===== src/rtl/led_blink_arb.sv =====
// Round-robin arbiter that lends one board LED to four requesters and plays
// back each winner's burst of blinks as timed ON/OFF phases followed by a GAP.
module led_blink_arb #(
    parameter int   TICK_CYC  = 50000,
    parameter int   ON_TICKS  = 250,
    parameter int   OFF_TICKS = 250,
    parameter int   GAP_TICKS = 1000,
    parameter logic LED_ACT   = 1'b1
) (
    input  logic        clk,
    input  logic        rst_n,
    input  logic [3:0]  req,
    input  logic [15:0] blinks,
    input  logic        abort,
    output logic [3:0]  gnt,
    output logic [3:0]  done,
    output logic        busy,
    output logic        led
);

    localparam int PW = (TICK_CYC > 1) ? $clog2(TICK_CYC) : 1;
    localparam logic [PW-1:0] PRE_LAST = PW'(TICK_CYC - 1);
    localparam logic [15:0]   ON_LAST  = 16'(ON_TICKS - 1);
    localparam logic [15:0]   OFF_LAST = 16'(OFF_TICKS - 1);
    localparam logic [15:0]   GAP_LAST = 16'(GAP_TICKS - 1);

    localparam logic [1:0] ST_IDLE = 2'd0;
    localparam logic [1:0] ST_ON   = 2'd1;
    localparam logic [1:0] ST_OFF  = 2'd2;
    localparam logic [1:0] ST_GAP  = 2'd3;

    logic [1:0]    state;
    logic [1:0]    ptr;
    logic [1:0]    owner;
    logic [3:0]    rem;
    logic [PW-1:0] pre;
    logic [15:0]   phase;

    logic          found;
    logic [1:0]    win;
    logic [1:0]    idx;
    logic [3:0]    win_blinks;
    logic [15:0]   cur_last;
    logic          tick;
    logic          phase_end;

    // Search req from the rr pointer upward with wrap; first hit wins.
    always_comb begin
        found = 1'b0;
        win   = ptr;
        idx   = ptr;
        for (int k = 0; k < 4; k++) begin
            idx = ptr + 2'(k);
            if (!found && req[idx]) begin
                found = 1'b1;
                win   = idx;
            end
        end
    end

    assign win_blinks = blinks[{win, 2'b00} +: 4];

    always_comb begin
        case (state)
            ST_ON:   cur_last = ON_LAST;
            ST_OFF:  cur_last = OFF_LAST;
            default: cur_last = GAP_LAST;
        endcase
    end

    assign tick      = (pre == PRE_LAST);
    assign phase_end = tick && (phase == cur_last);

    // Counters are cleared on every state change so each phase starts fresh.
    always_ff @(posedge clk or negedge rst_n) begin
        if (!rst_n) begin
            state <= ST_IDLE;
            ptr   <= 2'd0;
            owner <= 2'd0;
            rem   <= 4'd0;
            pre   <= '0;
            phase <= 16'd0;
            gnt   <= 4'd0;
            done  <= 4'd0;
            busy  <= 1'b0;
            led   <= ~LED_ACT;
        end else begin
            done <= 4'd0;
            if (state == ST_IDLE) begin
                pre   <= '0;
                phase <= 16'd0;
                if (found) begin
                    rem <= win_blinks;
                    if (win_blinks != 4'd0) begin
                        gnt   <= 4'b0001 << win;
                        busy  <= 1'b1;
                        led   <= LED_ACT;
                        owner <= win;
                        state <= ST_ON;
                    end else begin
                        done <= 4'b0001 << win;
                        ptr  <= win + 2'd1;
                    end
                end
            end else if (abort) begin
                gnt   <= 4'd0;
                busy  <= 1'b0;
                led   <= ~LED_ACT;
                ptr   <= owner + 2'd1;
                pre   <= '0;
                phase <= 16'd0;
                state <= ST_IDLE;
            end else if (phase_end) begin
                pre   <= '0;
                phase <= 16'd0;
                if (state == ST_ON) begin
                    rem <= rem - 4'd1;
                    led <= ~LED_ACT;
                    // The final blink is followed by GAP instead of OFF.
                    state <= (rem != 4'd1) ? ST_OFF : ST_GAP;
                end else if (state == ST_OFF) begin
                    led   <= LED_ACT;
                    state <= ST_ON;
                end else begin
                    done  <= gnt;
                    gnt   <= 4'd0;
                    busy  <= 1'b0;
                    ptr   <= owner + 2'd1;
                    state <= ST_IDLE;
                end
            end else begin
                pre <= tick ? '0 : pre + 1'b1;
                if (tick) begin
                    phase <= phase + 16'd1;
                end
            end
        end
    end

endmodule


===== config.mk =====
export PLATFORM = sky130hd
export DESIGN_NAME = led_blink_arb
export DESIGN_NICKNAME = d
export VERILOG_FILES = /design/src/rtl/led_blink_arb.sv
export SDC_FILE = /design/constraint.sdc
export NUM_CORES = 1
export LEC_CHECK = 0
export ABC_AREA = 0
export CORE_ASPECT_RATIO = 1.75
export CORE_MARGIN = 2
export CORE_UTILIZATION = 40
export DETAILED_ROUTE_END_ITERATION = 7
export MAX_ROUTING_LAYER = met4
export SETUP_SLACK_MARGIN = 0.1
export SYNTH_ARGS = -nofsm -noshare
export SYNTH_HDL_FRONTEND = slang
export SYNTH_SLANG_ARGS = --single-unit

===== constraint.sdc =====
create_clock -name clk -period 6.9 [get_ports clk]
set_input_delay 1.38 -clock clk [delete_from_list [all_inputs] [get_ports clk]]
set_output_delay 1.38 -clock clk [all_outputs]
set_load 0.01 [all_outputs]

# Word level (Yosys, flattened, before mapping)
# Cells that the tools add are included.
# Widths: inputs -> output; s select.
dict set report word_totals {
  reg_bits 52
  input_bits 23
  out_inout_bits 10
  wordCells 126
}
dict set report classes {
  n_addsub 8
  n_lt_le_gt_ge 4
  eq_ne 11
  shifts 2
  mux 70
  n_reduce_logical 21
}
# operator count
set op_table {}
lappend op_table {{$mux 16} 8}
lappend op_table {{$mux 4} 19}
lappend op_table {{$add 16x1->16 const B} 2}
lappend op_table {{$mux 2} 16}
lappend op_table {{$mux 1} 22}
lappend op_table {{$eq 16x16->1} 1}
lappend op_table {{$eq 16x16->1 const B} 1}
lappend op_table {{$shiftx 16x5->4} 1}
lappend op_table {{$lt 2x3->1 const B} 4}
lappend op_table {{$reduce_bool 4->1} 3}
lappend op_table {{$mux 10} 1}
lappend op_table {{$reduce_and 5->1} 2}
lappend op_table {{$bmux 1 s2} 4}
lappend op_table {{$reduce_and 4->1} 2}
lappend op_table {{$add 2x1->2 const B} 3}
lappend op_table {{$ne 3x3->1 const B} 2}
lappend op_table {{$reduce_and 3->1} 2}
lappend op_table {{$add 2x2->2 const B} 2}
lappend op_table {{$logic_and 1x1->1} 4}
lappend op_table {{$ne 2x1->1 const B} 2}
lappend op_table {{$ne 2x2->1 const B} 2}
lappend op_table {{$ne 4x1->1 const B} 1}
lappend op_table {{$reduce_bool 2->1} 2}
lappend op_table {{$shl 1x2->4 const A} 1}
lappend op_table {{other kinds (7)} 9}

# Logic depth before layout (Yosys ltp)
dict set report logic_depth {
  depth_word 17
  depth_mapped 10
  depth_no_buf 10
}

# Worst setup path after synthesis
# OpenSTA, ideal clock, no wires.
dict set report synth_timing {
  kind {input to register}
  startpoint {input req[0]}
  endpoint {register owner[1]}
  setup_ns 0.127
  arrival_ns 3.429
  required_time_ns 6.773
  path_slack_ns 3.343
  stages 10
  n_path_buf 2
  cell_sequence {nor2_1 a21boi_2 or3_1 buf_6 mux2i_1 mux2_2 and4_4 nand2b_1 buf_6 mux2_1}
}
dict set report synth_via {
  elab_chain_cells 15
  elab_cells_between_ends 24
  classes_between {shift (1); mux (15); reduce/logical (8)}
}
# element line
set synth_rtl {}
lappend synth_rtl {{from (decl)} 12} ;# input logic [3:0] req,
lappend synth_rtl {{$bmux 1 s2} 54} ;# if (!found && req[idx]) begin
lappend synth_rtl {{$mux 1 (implied by the code)} 54}
lappend synth_rtl {{$mux 1} 54}
lappend synth_rtl {{$logic_not 1->1} 54}
lappend synth_rtl {{$logic_and 1x1->1} 54}
lappend synth_rtl {{$mux 1} 54}
lappend synth_rtl {{$logic_not 1->1} 54}
lappend synth_rtl {{$logic_and 1x1->1} 54}
lappend synth_rtl {{$mux 1} 54}
lappend synth_rtl {{$logic_not 1->1} 54}
lappend synth_rtl {{$logic_and 1x1->1} 54}
lappend synth_rtl {{$mux 2} 54}
lappend synth_rtl {{$shiftx 16x5->4} 61} ;# assign win_blinks = blinks[{win, 2'b00} +: 4];
lappend synth_rtl {{$reduce_bool 4->1} 94} ;# if (win_blinks != 4'd0) begin
lappend synth_rtl {{$reduce_and 3->1 (no source line)} n/a}
lappend synth_rtl {{to (signal assigned)} 98} ;# owner <= win;
lappend synth_rtl {{to (decl)} 34} ;# logic [1:0] owner;
# Parallel ways exist; a longest one is shown, timed or not. The select of a mux whose other input is x is not followed.
# A chain may end at the register's enable or synchronous reset.

# Final worst setup path
dict set report layout_timing {
  startpoint {input req[1]}
  endpoint {register owner[1]}
}
# The elaborated chain is that of the path after synthesis.

==> flow_metrics.env <==
export IMPL_nFillCells=732
export IMPL_clock_root_buffer="clkbuf_16"
export IMPL_rsz0062_at_grt="no"
export IMPL_ys_ff_latch=52
export IMPL_min_period_ns=4.039
export IMPL_cts_tree="yes"
export IMPL_diodes=0
export IMPL_swShare_pct=37.58
export IMPL_clkPwrFrac_pct=24.4
export IMPL_crit_path_end_kind="flip-flop"
export IMPL_cp_max_fo=11
export IMPL_core_area_mm2=0.007462
export IMPL_power_density_mw_per_mm2=297.4
export IMPL_start_util_pct=40.56
export IMPL_die_w_um=69.76
export IMPL_max_cap_viol_count=0
export IMPL_syn_area_per_cell_um2=9.256
export IMPL_synthArstFlopShare_pct=100.0
export IMPL_hold_viol=0
export IMPL_grt_max_degree=53
export IMPL_dieArea_mm2=0.008306
export IMPL_post_cts_resized=0
export IMPL_synth_edff_count=0
export IMPL_pin_count=33
export IMPL_wirelength_mm=6.994
export IMPL_regArea_mm2=0.001301
export IMPL_yosysWarnings=0
export IMPL_first_global_vias=2583
export IMPL_synth_distinct_cells=64
export IMPL_rows=42
export IMPL_power_frac_seq_pct=37.8
export IMPL_gp_congestion=0.8646
export IMPL_synth_area_top_cells="dfrtp_1, nor2_1, xor2_1, nand2_1, mux2i_1"
export IMPL_nets=388
export IMPL_postCtsSetupBuffers=0
export IMPL_avgViaCountPerCell=5.468
export IMPL_setup_tns_ns=0
export IMPL_grt_overflow=0
export IMPL_netlist_area_leader_share_pct=42.99
export IMPL_hpwl_mm=5.160
export IMPL_ys_seq_area_share_pct=42.99
export IMPL_cp_start_kind="input pin"
export IMPL_num_vias=2444
export IMPL_period_share_pct=58.53
export IMPL_clockBufferDepth=2
export IMPL_grt_total_usage_pct=18.69
export IMPL_port_buffers=32
export IMPL_worstSkewPairLatency_ns=0.30
export IMPL_wl_per_cell_um=15.65
export IMPL_multiInputGateArea_mm2=0.001599
export IMPL_clk_pin_slew_ns=0.08
export IMPL_peakVddDrop_uv=154.7
export IMPL_die_y_um=119.1
export IMPL_cts_buffers_inserted=5
export IMPL_p_leak_uw=0.001517
export IMPL_crit_type="in -> reg"
export IMPL_final_cell_mix="dfrtp_1, nor2_1, nand2_1, clkdlybuf4s50_1, inv_1"
export IMPL_finalSetupViolCount=0
export IMPL_clock_fmax_mhz=247.6
export IMPL_syn_inst=327
export IMPL_clock_skew_ns=0.01054
export IMPL_detail_route_antenna_nets=0
export IMPL_ys_flop_type="dfrtp_1"
export IMPL_h_tree_depth=2
export IMPL_syn_to_final_growth_pct=17.69
export IMPL_p_int_uw=661.3
export IMPL_max_slew_margin_pct=43.71
export IMPL_finalMaxSlewViolations=0
export IMPL_drt_initial_drc_count=124
export IMPL_syn_area_mm2=0.003027
export IMPL_layout_drive_gt1_share_pct=6.685
export IMPL_final_common_cell="dfrtp_1"
export IMPL_syn_nets=357
export IMPL_fin_area_mm2=0.003562
export IMPL_worstPathRequired_ns=7.09
export IMPL_drc=0
export IMPL_worst_pin_slew_ns=0.8424
export IMPL_dpl_cell_area_mm2=0.003412
export IMPL_p_comb_share_pct=37.8
export IMPL_hp_class="reg -> reg"
export IMPL_synth_area_leader_cell="dfrtp_1"
export IMPL_hold_buffers=0
export IMPL_crit_arrival_ns=4.23
export IMPL_status="finished, final reports clean"
export IMPL_p_sw_uw=398.2
export IMPL_grt_pass1_wl_mm=12.13
export IMPL_antenna_found_initial=0
export IMPL_firstDrtPassIters=4
export IMPL_cts_sinks=52
-- through the flow --
| step | instances | hold WS [ns] | setup WS [ns] | total power (µW) | utilization (%) |
|---|---|---|---|---|---|
| floorplan | 327 | 0.4680 | 3.343 | 682.3 | - |
| finish | 447 | 0.5078 | 2.861 | 1060 | 47.74 |
| CTS | 447 | 0.5088 | 2.877 | 1072 | 47.74 |
| detailed placement | 439 | 0.4951 | 2.546 | 805.7 | 45.72 |
| global placement | 439 | 0.4952 | 2.601 | 800.1 | 45.72 |
| global route | 447 | 0.5431 | 2.587 | 1132 | 47.74 |
-- kinds of logic (layout without fill, tap and decap cells) --
group,count (synthesis),after routing,synth area share (%)
buffers and inverters,29,61,4.175
DFF,52,52,42.99
adders and majority gates,7,7,2.894
muxes,15,15,5.209
AOI/OAI and AO/OA,55,55,12.57
and+or+nand+nor,145,145,25.22
xor gates and xnor gates,24,24,6.945
-- cells in the mapped netlist, types with 2 or more instances --
library cell  number
inv_1             19
nor4bb_1           3
and2_1             4
o22ai_1            3
buf_6              2
or3_1              5
o21ai_0           11
nor3_1             4
clkbuf_1           6
a22o_1             3
nand3_1           18
ha_1               7
nand2b_1           2
mux2i_1           12
dfrtp_1           52
nor2_1            38
o31ai_1            3
nand2_1           37
and4_1             2
nand4_1            6
xor2_1            16
xnor2_1            8
nor2b_1            5
a31oi_1            4
a21oi_1            9
o211ai_1           4
buf_2              2
and3_1             6
-- registers in the layout, summed over array words and instances (netlist names) --
name	flops
busy	1
done	4
gnt	4
led	1
owner	2
phase	16
pre	16
ptr	2
rem	4
state	2
-- power groups by stage --
stage | Sequential, µW | Clock, µW | Combinational [µW]
floorplan | 400 | 0 | 282
global placement | 405 | 0 | 395
detailed placement | 406 | 0 | 400
CTS | 401 | 270 | 401
global route | 407 | 280 | 444
finish | 400 | 259 | 400
-- layer usage --
layer	share of wire, %	track usage (%)	wire length, µm
met1	41	19.91	2853
met2	52	32.45	3631
met3	3.4	3.299	238
met4	3.9	10.34	272
met5	0	-	0
-- critical path: stages --
cell	delay [ns]
clkdlybuf4s50_1	0.53
and2b_1	0.20
o21ba_2	0.23
or3_1	0.51
mux2i_1	0.18
mux2_2	0.30
and4_4	0.21
nand2b_1	0.31
mux2_1	0.38
-- final cells by class --
cell class                      instances  area share [%]
Clock inverter                          3          0.7025
Sequential cell                        52           36.53
Timing Repair Buffer                   34           9.273
Tap cell                               88           3.091
Multi-Input combinational cell        246           44.89
Clock buffer                            5           3.512
Inverter                               19           2.002
-- worst paths after layout --
kind	startpoint	endpoint	slack (ns)	depth (start not counted)
setup / recovery	req[1]	owner[1]	2.86	9
hold / removal	owner[0]	ptr[0]	0.51	1
setup reg to reg	pre[0]	phase[8]	3.90	9
hold reg to reg	owner[0]	ptr[0]	0.51	1
max in group asynchronous	rst_n	phase[2]	5.25	2
min in group asynchronous	rst_n	done[0]	1.19	2
(Power assumes the default switching activity.)
